$ cat src/rtl/bp_update_ctrl_pkg.sv
// Shared sizing for the branch-predictor update path.
// Latency: n/a (constants and helpers only).
// Backpressure: n/a.
// Contents: default queue depth and address width, and the packed width of
// one update record {valid, pc, target}.
package bp_update_ctrl_pkg;

    localparam int BP_UPD_DEPTH_DEF = 4;
    localparam int BP_AW_DEF        = 32;

    // Width of one packed update record {valid, pc, target}.
    function automatic int bp_upd_wd(input int aw);
        return 1 + 2 * aw;
    endfunction

    localparam int BP_UPD_WD = 1 + 2 * BP_AW_DEF;

endpackage

$ cat src/rtl/bp_update_ctrl_if.sv
// Bundle of the two EX-pipe update requests and the BTB write port.
// Latency: n/a (wires only).
// Backpressure: upd_stall towards the EX pipes, btb_wr_ready from the BTB.
// Modports: master = upstream/BTB side driving requests and ready,
//           slave  = bp_update_ctrl producing stall, write port and status.
interface bp_update_ctrl_if #(
    parameter int AW    = bp_update_ctrl_pkg::BP_AW_DEF,
    parameter int DEPTH = bp_update_ctrl_pkg::BP_UPD_DEPTH_DEF
);
    import bp_update_ctrl_pkg::*;

    localparam int CW = $clog2(DEPTH) + 1;

    logic          upd0_valid;
    logic [AW-1:0] upd0_pc;
    logic [AW-1:0] upd0_target;
    logic          upd1_valid;
    logic [AW-1:0] upd1_pc;
    logic [AW-1:0] upd1_target;
    logic          upd_stall;
    logic          btb_wr_en;
    logic [AW-1:0] btb_wr_pc;
    logic [AW-1:0] btb_wr_target;
    logic          btb_wr_ready;
    logic [CW-1:0] pending_cnt;
    logic          overflow;

    modport master (
        output upd0_valid, upd0_pc, upd0_target,
        output upd1_valid, upd1_pc, upd1_target,
        output btb_wr_ready,
        input  upd_stall, btb_wr_en, btb_wr_pc, btb_wr_target,
        input  pending_cnt, overflow
    );

    modport slave (
        input  upd0_valid, upd0_pc, upd0_target,
        input  upd1_valid, upd1_pc, upd1_target,
        input  btb_wr_ready,
        output upd_stall, btb_wr_en, btb_wr_pc, btb_wr_target,
        output pending_cnt, overflow
    );

endinterface

$ cat src/rtl/bp_upd_match.sv
// DEPTH-way PC compare of both incoming updates against the queued entries.
// Latency: combinational.
// Backpressure: none.
// Ports: entry_vld/entry_pc = queue contents, head/head_pop = entry leaving
// this cycle (excluded from matching), in0/in1 = requests, match0/match1 =
// one-hot hit vectors (at most one bit set since the queue never holds a PC twice).
module bp_upd_match
    import bp_update_ctrl_pkg::*;
#(
    parameter int DEPTH = BP_UPD_DEPTH_DEF,
    parameter int AW    = BP_AW_DEF,
    localparam int PW   = $clog2(DEPTH)
) (
    input  logic [DEPTH-1:0]         entry_vld,
    input  logic [DEPTH-1:0][AW-1:0] entry_pc,
    input  logic [PW-1:0]            head,
    input  logic                     head_pop,
    input  logic                     in0_vld,
    input  logic [AW-1:0]            in0_pc,
    input  logic                     in1_vld,
    input  logic [AW-1:0]            in1_pc,
    output logic [DEPTH-1:0]         match0,
    output logic [DEPTH-1:0]         match1
);

    logic [DEPTH-1:0] live;

    always_comb begin
        live = entry_vld;
        // A popping head is already on its way to the BTB; updating it in
        // place would lose the new target, so it must not absorb a request.
        if (head_pop) begin
            live[head] = 1'b0;
        end
        match0 = '0;
        match1 = '0;
        for (int i = 0; i < DEPTH; i++) begin
            match0[i] = in0_vld & live[i] & (entry_pc[i] == in0_pc);
            match1[i] = in1_vld & live[i] & (entry_pc[i] == in1_pc);
        end
    end

endmodule

$ cat src/rtl/bp_update_ctrl.sv
// Coalescing circular queue from the two EX branch pipes to the single BTB write port.
// Latency: push at edge N is on btb_wr_* in cycle N+1 when the queue was empty; one pop per cycle.
// Backpressure: upd_stall when fewer than 2 slots are free; pushes beyond free space are dropped and set overflow.
// Ports: clk, rst (sync, active-high), flush (drop queue and this cycle's
// pushes), bus = bp_update_ctrl_if.slave (update requests, BTB write port,
// pending_cnt, sticky overflow).
module bp_update_ctrl
    import bp_update_ctrl_pkg::*;
#(
    parameter int DEPTH = BP_UPD_DEPTH_DEF,
    parameter int AW    = BP_AW_DEF
) (
    input  logic            clk,
    input  logic            rst,
    input  logic            flush,
    bp_update_ctrl_if.slave bus
);

    localparam int PW = $clog2(DEPTH);
    localparam int CW = PW + 1;

    logic [DEPTH-1:0]         vld_q;
    logic [DEPTH-1:0][AW-1:0] pc_q;
    logic [DEPTH-1:0][AW-1:0] tgt_q;
    logic [PW-1:0]            head_q;
    logic [PW-1:0]            tail_q;
    logic [CW-1:0]            count_q;
    logic                     ovf_q;

    logic                     wr_en;
    logic                     pop;
    logic [CW-1:0]            free;
    logic                     same_pc;
    logic                     u0;
    logic                     u1;
    logic [DEPTH-1:0]         match0;
    logic [DEPTH-1:0]         match1;
    logic                     need0;
    logic                     need1;
    logic                     acc0;
    logic                     acc1;
    logic                     drop;
    logic [PW-1:0]            slot0;
    logic [PW-1:0]            slot1;
    logic [CW-1:0]            n_push;

    assign wr_en = (count_q != '0);
    assign pop   = wr_en & bus.btb_wr_ready;

    // Two requests to the same PC in one cycle collapse onto pipe 1, the
    // younger one. Because upd0 is suppressed in that case, upd1 can never
    // match upd0's freshly allocated slot, so no extra compare is needed.
    assign same_pc = bus.upd0_valid & bus.upd1_valid & (bus.upd0_pc == bus.upd1_pc);
    assign u0      = bus.upd0_valid & ~same_pc;
    assign u1      = bus.upd1_valid;

    bp_upd_match #(
        .DEPTH (DEPTH),
        .AW    (AW)
    ) u_match (
        .entry_vld (vld_q),
        .entry_pc  (pc_q),
        .head      (head_q),
        .head_pop  (pop),
        .in0_vld   (u0),
        .in0_pc    (bus.upd0_pc),
        .in1_vld   (u1),
        .in1_pc    (bus.upd1_pc),
        .match0    (match0),
        .match1    (match1)
    );

    always_comb begin
        // A slot leaving this cycle is reusable by this cycle's pushes.
        free   = CW'(DEPTH) - count_q + CW'(pop);
        need0  = u0 & ~(|match0);
        need1  = u1 & ~(|match1);
        acc0   = need0 & (free != '0);
        // upd1 needs one slot beyond whatever upd0 took.
        acc1   = need1 & (free > CW'(acc0));
        drop   = (need0 & ~acc0) | (need1 & ~acc1);
        slot0  = tail_q;
        slot1  = tail_q + PW'(acc0);
        n_push = CW'(acc0) + CW'(acc1);
    end

    always_ff @(posedge clk) begin
        if (rst) begin
            vld_q   <= '0;
            pc_q    <= '0;
            tgt_q   <= '0;
            head_q  <= '0;
            tail_q  <= '0;
            count_q <= '0;
            ovf_q   <= 1'b0;
        end else if (flush) begin
            // Any pop this cycle has already been taken by the BTB; the
            // rest of the queue and all same-cycle pushes are discarded.
            vld_q   <= '0;
            head_q  <= tail_q;
            count_q <= '0;
        end else begin
            if (pop) begin
                vld_q[head_q] <= 1'b0;
            end
            for (int i = 0; i < DEPTH; i++) begin
                if (match0[i]) begin
                    tgt_q[i] <= bus.upd0_target;
                end
                if (match1[i]) begin
                    tgt_q[i] <= bus.upd1_target;
                end
            end
            // Allocation comes after the pop clear so that, on a full
            // queue, a slot freed at the head can be refilled in the same edge.
            if (acc0) begin
                vld_q[slot0] <= 1'b1;
                pc_q[slot0]  <= bus.upd0_pc;
                tgt_q[slot0] <= bus.upd0_target;
            end
            if (acc1) begin
                vld_q[slot1] <= 1'b1;
                pc_q[slot1]  <= bus.upd1_pc;
                tgt_q[slot1] <= bus.upd1_target;
            end
            head_q  <= head_q + PW'(pop);
            tail_q  <= tail_q + PW'(n_push);
            count_q <= count_q - CW'(pop) + n_push;
            if (drop) begin
                ovf_q <= 1'b1;
            end
        end
    end

    assign bus.btb_wr_en     = wr_en;
    assign bus.btb_wr_pc     = wr_en ? pc_q[head_q]  : '0;
    assign bus.btb_wr_target = wr_en ? tgt_q[head_q] : '0;
    assign bus.pending_cnt   = count_q;
    // No pop credit here: the stall must not depend on btb_wr_ready.
    assign bus.upd_stall     = (CW'(DEPTH) - count_q) < CW'(2);
    assign bus.overflow      = ovf_q;

endmodule

$ cat src/flat_wrapper.sv
// flat-port wrapper written by rule: the top's interface ports become plain ports
module bp_update_ctrl_flat import bp_update_ctrl_pkg::*;
#(
    parameter int DEPTH = BP_UPD_DEPTH_DEF,
    parameter int AW    = BP_AW_DEF
)
  (clk, rst, flush, bus_upd0_valid, bus_upd0_pc, bus_upd0_target, bus_upd1_valid, bus_upd1_pc, bus_upd1_target, bus_btb_wr_ready, bus_upd_stall, bus_btb_wr_en, bus_btb_wr_pc, bus_btb_wr_target, bus_pending_cnt, bus_overflow);
  bp_update_ctrl_if #(.AW(AW), .DEPTH(DEPTH)) bus_i ();
  input  logic clk;
  input  logic rst;
  input  logic flush;
  input wire logic [$bits(bus_i.upd0_valid)-1:0] bus_upd0_valid;
  input wire logic [$bits(bus_i.upd0_pc)-1:0] bus_upd0_pc;
  input wire logic [$bits(bus_i.upd0_target)-1:0] bus_upd0_target;
  input wire logic [$bits(bus_i.upd1_valid)-1:0] bus_upd1_valid;
  input wire logic [$bits(bus_i.upd1_pc)-1:0] bus_upd1_pc;
  input wire logic [$bits(bus_i.upd1_target)-1:0] bus_upd1_target;
  input wire logic [$bits(bus_i.btb_wr_ready)-1:0] bus_btb_wr_ready;
  output wire logic [$bits(bus_i.upd_stall)-1:0] bus_upd_stall;
  output wire logic [$bits(bus_i.btb_wr_en)-1:0] bus_btb_wr_en;
  output wire logic [$bits(bus_i.btb_wr_pc)-1:0] bus_btb_wr_pc;
  output wire logic [$bits(bus_i.btb_wr_target)-1:0] bus_btb_wr_target;
  output wire logic [$bits(bus_i.pending_cnt)-1:0] bus_pending_cnt;
  output wire logic [$bits(bus_i.overflow)-1:0] bus_overflow;
  assign bus_i.upd0_valid = bus_upd0_valid;
  assign bus_i.upd0_pc = bus_upd0_pc;
  assign bus_i.upd0_target = bus_upd0_target;
  assign bus_i.upd1_valid = bus_upd1_valid;
  assign bus_i.upd1_pc = bus_upd1_pc;
  assign bus_i.upd1_target = bus_upd1_target;
  assign bus_i.btb_wr_ready = bus_btb_wr_ready;
  assign bus_upd_stall = bus_i.upd_stall;
  assign bus_btb_wr_en = bus_i.btb_wr_en;
  assign bus_btb_wr_pc = bus_i.btb_wr_pc;
  assign bus_btb_wr_target = bus_i.btb_wr_target;
  assign bus_pending_cnt = bus_i.pending_cnt;
  assign bus_overflow = bus_i.overflow;
  bp_update_ctrl #(.DEPTH(DEPTH), .AW(AW)) u_core (.clk(clk), .rst(rst), .flush(flush), .bus(bus_i));
endmodule
$ cat config.mk
export PLATFORM = sky130hd
export DESIGN_NAME = bp_update_ctrl_flat
export DESIGN_NICKNAME = d
export VERILOG_FILES = /design/src/rtl/bp_update_ctrl_pkg.sv /design/src/rtl/bp_update_ctrl_if.sv /design/src/rtl/bp_upd_match.sv /design/src/rtl/bp_update_ctrl.sv /design/src/flat_wrapper.sv
export SDC_FILE = /design/constraint.sdc
export NUM_CORES = 1
export LEC_CHECK = 0
export CAP_MARGIN = 40
export CORE_MARGIN = 2
export CORE_UTILIZATION = 58
export CTS_CLUSTER_DIAMETER = 40
export DETAILED_ROUTE_END_ITERATION = 10
export GPL_ROUTABILITY_DRIVEN = 1
export HOLD_SLACK_MARGIN = 0.06
export PLACE_DENSITY = 0.81
export RECOVER_POWER = 25
export SETUP_SLACK_MARGIN = 0.05
export SKIP_LAST_GASP = 1
export SYNTH_ARGS = -nofsm -noshare
export SYNTH_HDL_FRONTEND = slang
export SYNTH_HIERARCHICAL = 1
export SYNTH_SLANG_ARGS = --single-unit
$ cat constraint.sdc
create_clock -name clk -period 6.5 [get_ports clk]
set_clock_uncertainty 0.05 [all_clocks]
set_input_delay 0.975 -clock clk [delete_from_list [all_inputs] [get_ports clk]]
set_output_delay 0.975 -clock clk [all_outputs]
set_load 0.01 [all_outputs]
==> reports/qor.yml, run 1 <==
synth_edf_count: 0
syn_area_per_cell_um2: 8.46
clock_latency_ps: 550
cts_root_buf: "clkbuf_16"
endpoint_kind: "flop"
synth_xor_area_frac: 0.133
synth_top_family_by_area: "compound AO/OA/AOI/OAI gates"
p_leak_nw: 8.06
crit_path_start_kind: "input port"
synth_most_common_cell: "o21ai_0"
num_io_pins: 204
synth_fp_nets: 2413
hold_path_class: "reg2reg"
dp.cells: 2805
layout-drive-gt1-share: 0.113
seq_area_frac_synth: 0.280
finalCriticalPeriod_ps: 6270
preCtsSetupSlack_ps: 83.7
rsz0062_at_grt: "false"
clk_path_buf_depth: 3
io_buffers: 203
synth-seq-cells: 268
wl_met2_um: 35100
ys_types: 52
vdd_drop_max_mv: 0.375
drt_iter0_markers: 3820
synth_top_area_share: 0.280
cts_resized: 0
fillerInstances: 2559
nNetsFinal: 2557
ctsHoldBuffers: 0
overflow: 0
gp_congestion: 1.05
post_dp_cell_area_um2: 21900
syn_area_um2: 19200
vias_per_cell: 7.50
setup_viol: 0
area_delta_synth_final_pct: 21.9
cts_tree: "done"
post_drt_wl_per_cell_um: 28.6
vias: 21678
dieArea_um2: 34500
status: "finished with violations"
yosysTopAreaCell: "dfxtp_1"
synthAdderAreaFrac: 0.00888
cap_violations: 2
layout.cells.non_filler: 2890
grt_pass1_wl_um: 121000
drt-pass1-iter-count: 8
synth-simple-area-share: 0.102
syn-instance-count: 2266
worstPathMaxFanout: 8
rows: 66
remaining_drc_errors: 0
grt_max_degree: 89
met3_length_um: 13300
worstReg2RegStart: "u_core/bus.pending_cnt[1]$_SDFF_PP0_"
htreeDepth: 2
hold_viol: 0
crit_type: "in2reg"
finalMaxSlewViolations: 77
finalInstanceArea_um2: 23400
synth_area_leaders: "dfxtp_1 28%, xor2_1 11%, o21ai_0 9.7%"
grtUsageTotal: 0.463
hp-start: "u_core/tgt_q[30]$_SDFFE_PP0N_"
die_w_um: 186
drt-met1-wl_um: 29900
core_um2: 32500
fmax_mhz: 160
cts_setup_buffers: 0
totalPowerFinal_w: 0.00933
crit_start: "bus_upd0_pc[11]"
start_util: 0.589
ys_warn_count: 6
clk_pin_slew_ps: 60
setup_slack_ps: 234
cts_made_buffers: 44
power.density_nw_per_um2: 399
die_h_um: 186
antenna_found_initial: 8
synthMuxAreaShare: 0.110
grt_pass1_vias: 20215
async_reset_ff_frac: 0
ant_nets: 0
violations: "max-capacitance violations, max-slew violations"
worstPathArrival_ps: 6650
worst_pin_slew_ps: 2960
worstPathRequired_ps: 6880
synth_compound_area_frac: 0.320
maxSlewHeadroom: -0.973
tns_ps: 0
synth_flop_cell: "dfxtp_1"
finalCritPeriodShare: 0.964
dp_hpwl_um: 53000
synth_common_cells: "372 x o21ai_0, 268 x dfxtp_1, 251 x xor2_1"
topRoutingLayerUsed: "met5"
totalWireLength_um: 82700
clock_sinks: 268
==> layout by cell type, fill, tap and decap left out, types with 12 or more instances in the layout <==
master	instances
a21oi_1	137
a22oi_1	124
and2_0	21
and2_1	47
buf_4	90
clkbuf_16	44
clkdlybuf4s50_1	154
dfxtp_1	266
dlygate4sd3_1	47
ha_1	12
inv_1	17
mux2i_1	66
mux4_2	64
nand2_1	47
nand3_1	16
nand4_1	22
nor2_1	44
nor2b_1	40
nor3_1	14
nor4_1	58
o21ai_0	370
o21ai_1	17
o22ai_1	155
o2bb2ai_1	128
o32ai_1	31
xnor2_1	40
xor2_1	251
==> kinds of logic (layout without fill, tap and decap cells) <==
kind of cell | Yosys count | after routing
and+or+nand+nor | 352 | 352
adders and majority gates | 13 | 13
buffers and inverters | 221 | 399
AOI/OAI and AO/OA | 991 | 991
DFF | 268 | 268
xor gates and xnor gates | 291 | 291
muxes | 130 | 130
other | 0 | 4
==> registers in the layout, summed over array words and instances, names as in the netlist <==
name,count
u_core/head_q,2
u_core/vld_q,4
u_core/tgt_q,128
u_core/pc_q,128
u_core/slot0,2
u_core/bus.overflow,1
u_core/bus.pending_cnt,3
==> layout make-up <==
cell class | count | area (um^2) | share of cell area
Multi-Input combinational cell | 1777 | 13000 | 0.557
Timing Repair Buffer | 301 | 2830 | 0.121
Clock inverter | 22 | 254 | 0.0109
Antenna cell | 4 | 10.0 | 0.000428
Sequential cell | 268 | 5370 | 0.230
Inverter | 18 | 67.6 | 0.00289
Tap cell | 442 | 553 | 0.0237
Clock buffer | 58 | 1260 | 0.0541
==> metrics by stage <==
step           hold slack (ps)   util
5_1_grt                    482  0.718
3_5_place_dp               439  0.672
4_1_cts                    445  0.719
6_report                   447  0.718
2_1_floorplan              406      -
3_3_place_gp               423  0.669
==> power breakdown <==
| group | leakage [nW] | switching (W) | total [W] | internal (W) |
|---|---|---|---|---|
| Sequential | 2.18 | 0.000535 | 0.00259 | 0.00205 |
| Clock | 0.743 | 0.000882 | 0.00241 | 0.00153 |
| Combinational | 5.14 | 0.00273 | 0.00433 | 0.00160 |
==> final timing paths <==
check / end / slack [ps] / depth (start not counted)
max reg2reg: u_core/bus.pending_cnt[2]$_SDFF_PP0_ / 1600 / 23
min: u_core/tgt_q[30]$_SDFFE_PP0N_ / 450 / 2
min reg2reg: u_core/tgt_q[30]$_SDFFE_PP0N_ / 450 / 2
max: u_core/bus.pending_cnt[2]$_SDFF_PP0_ / 230 / 23
==> worst max-delay path, cell delays in order <==
cell	delay (ps)
clkdlybuf4s50_1	440
xnor2_1	660
nand4_1	170
nor4_1	950
nand3_2	190
and2_1	260
nand4_1	90
nor3_1	110
nor2_1	160
and3_1	240
nand3_1	130
inv_1	130
ha_1	160
nor2_1	50
o311a_2	400
ha_1	340
inv_1	50
ha_1	270
inv_1	40
ha_1	190
fa_1	430
xnor2_1	160
nor2_1	50
==> layer usage <==
| layer | global-route usage | vias up |
|---|---|---|
| li1 | - | 8969 |
| met1 | 0.611 | 10197 |
| met2 | 0.674 | 2053 |
| met3 | 0.158 | 453 |
| met4 | 0.229 | 6 |
| met5 | 0 | - |
(Power assumes the default switching activity.)
==> run 2: changes to the inputs <==
--- a/config.mk
+++ b/config.mk
@@ -7,7 +7,9 @@
 export LEC_CHECK = 0
 export CAP_MARGIN = 40
+export CORE_ASPECT_RATIO = 1.5
 export CORE_MARGIN = 2
 export CORE_UTILIZATION = 58
 export CTS_CLUSTER_DIAMETER = 40
+export CTS_CLUSTER_SIZE = 25
 export DETAILED_ROUTE_END_ITERATION = 10
 export GPL_ROUTABILITY_DRIVEN = 1
==> constraint.sdc (replaced) <==
create_clock -name clk -period 6.5 [get_ports clk]
set_clock_uncertainty 0.05 [all_clocks]
set_input_delay 1.625 -clock clk [delete_from_list [all_inputs] [get_ports clk]]
set_output_delay 1.625 -clock clk [all_outputs]
set_load 0.01 [all_outputs]
==> run 2 against run 1 <==
- the flow still finishes with violations (max-capacitance violations, max-slew violations)
- power is 2.3% lower
- sequential share of layout area shrank 0.18 points
- clock power shrank 15%
- hold slack worse by 3.3 ps
- global-route usage up 1.1 points
- fmax decreased by 2.5%
- design area increased by 0.65%
- die area barely moved
- non-clock buffer count is 53 higher
- critical endpoint is now bus_btb_wr_target[30]
- highest routed layer is now met4
==> reports/qor.yml, run 2 (synthesis gave the netlist of run 1 again) <==
rows: 81
num_io_pins: 204
worstPathMaxFanout: 49
fillerInstances: 2546
vias: 21822
finalCriticalPeriod_ps: 6420
dp_hpwl_um: 56600
htreeDepth: 2
die_h_um: 227
violations: "max-capacitance violations, max-slew violations"
mostFrequentLayoutCell: "o21ai_0"
hold_viol: 0
worstPathArrival_ps: 4750
cts_root_buf: "clkbuf_16"
cts_tree: "done"
cts_setup_buffers: 0
ctsHoldBuffers: 0
final_cell_mix: "371 x o21ai_0, 267 x dfxtp_1, 251 x xor2_1, 155 x o22ai_1, 138 x clkdlybuf4s50_1"
core_um2: 32600
cap_violations: 3
preCtsSetupSlack_ps: 80.4
p_leak_nw: 8.26
multi_input_area_um2: 13000
finalMaxSlewViolations: 105
hold_end: "u_core/tgt_q[30]$_SDFFE_PP0N_"
post_drt_wl_per_cell_um: 29.6
nNetsFinal: 2602
grtUsageTotal: 0.474
start_util: 0.587
area_delta_synth_final_pct: 22.7
cts_made_buffers: 36
worst_pin_slew_ps: 1920
top_regs: "u_core/pc_q x128, u_core/tgt_q x128, u_core/vld_q x4"
ant_nets: 0
status: "finished with violations"
hold_path_class: "reg2reg"
gp_congestion: 1.07
grt_pass1_vias: 20994
crit_type: "reg2out"
hp-start: "u_core/tgt_q[30]$_SDFFE_PP0N_"
tns_ps: 0
worstPathRequired_ps: 4830
totalWireLength_um: 85900
crit_path_start_kind: "flop"
grt_max_degree: 75
register_area_um2: 5370
drt-pass1-iter-count: 7
slowest_delay_ps: 1530
clk_path_buf_depth: 3
die_w_um: 152
crit_slowest_cell: "clkbuf_2"
maxSlewHeadroom: -0.280
finalCritPeriodShare: 0.988
layout-drive-gt1-share: 0.126
rr_worst_depth: 19
remaining_drc_errors: 0
grt_pass1_wl_um: 126000
clk_pin_slew_ps: 60
hold_depth: 2
rsz0062_at_grt: "false"
io_buffers: 203
endpoint_kind: "output pin"
setup_viol: 0
cts_resized: 0
drt_iter0_markers: 2835
dieArea_um2: 34500
fmax_mhz: 156
vdd_drop_max_mv: 0.319
r2r_end: "u_core/bus.pending_cnt[2]$_SDFF_PP0_"
clock_latency_ps: 550
cp_cell_sequence: "clkbuf_2 -> mux4_2 -> and2_0 -> clkdlybuf4s50_1"
power.density_nw_per_um2: 387
regToRegSetupSlack_ps: 1510
whs_ps: 444
vias_per_cell: 7.53
setup_slack_ps: 76.3
worstReg2RegStart: "u_core/head_q[1]$_SDFF_PP0_"
antenna_found_initial: 0
overflow: 0
clock_sinks: 268
run 2: changes by cell type in the layout (fill, tap and decap cells not counted), sizes merged:
| cell | before | now |
|---|---|---|
| clkdlybuf4s50 | 154 | 138 |
| dlygate4sd3 | 47 | 63 |
| buf | 95 | 147 |
| clkbuf | 63 | 51 |
| clkinvlp | 4 | 6 |
| bufinv | 4 | 2 |
| diode | 4 | 1 |
| clkinv | 10 | 9 |
run 2: layout make-up:
class | instances | area share
well taps | 415 | 0.0221
clock inverters | 21 | 0.00862
multi-input cells | 1777 | 0.554
clock buffers | 45 | 0.0428
inverters | 18 | 0.00287
diodes | 1 | 0.000106
flip-flops and latches | 268 | 0.228
repair buffers | 354 | 0.142
run 2: how the worst max path moves through the flow:
stage | start | end | slack, ps | cells past startpoint
2_1_floorplan | bus_upd1_pc[25] | u_core/bus.pending_cnt[2]$_SDFF_PP0_ | 780 | 23
3_3_place_gp | bus_upd0_pc[20] | u_core/bus.pending_cnt[2]$_SDFF_PP0_ | 5 | 21
3_5_place_dp | bus_upd1_pc[1] | u_core/bus.pending_cnt[2]$_SDFF_PP0_ | 80 | 24
4_1_cts | bus_upd1_pc[1] | u_core/bus.pending_cnt[2]$_SDFF_PP0_ | 580 | 24
5_1_grt | u_core/bus.pending_cnt[0]$_SDFF_PP0_ | bus_btb_wr_target[30] | 130 | 7
6_report | u_core/head_q[1]$_SDFF_PP0_ | bus_btb_wr_target[30] | 80 | 4
run 2: per-layer routing:
| metal | up-vias | GRT usage | routed length (um) |
|---|---|---|---|
| met2 | 1942 | 0.770 | 39100 |
| li1 | 9064 | - | - |
| met5 | - | 0 | 0 |
| met1 | 10181 | 0.517 | 27600 |
| met4 | 0 | 0.436 | 9620 |
| met3 | 635 | 0.101 | 9540 |
run 2: metrics by stage:
step	total power [W]	instance area, um^2	instances	utilization
after floorplan	0.00498	19200	2266	-
after global placement	0.00678	22300	2827	0.683
after detailed placement	0.00690	22300	2830	0.684
after CTS	0.00894	23500	2896	0.721
after global routing	0.00936	23500	2898	0.721
final	0.00911	23500	2899	0.721
run 2: worst max-delay path, delay by kind of cell (launching register included):
| family | cells | cell delay (ps) |
|---|---|---|
| muxes | 1 | 640 |
| buffers and inverters | 2 | 2060 |
| DFF | 1 | 1210 |
| and+or+nand+nor | 1 | 260 |
run 2: power by group:
part           internal [W]  switching [W]  leakage, nW
clock network       0.00119       0.000849        0.583
logic               0.00173        0.00275         5.50
registers           0.00205       0.000543         2.18
total               0.00498        0.00414         8.26
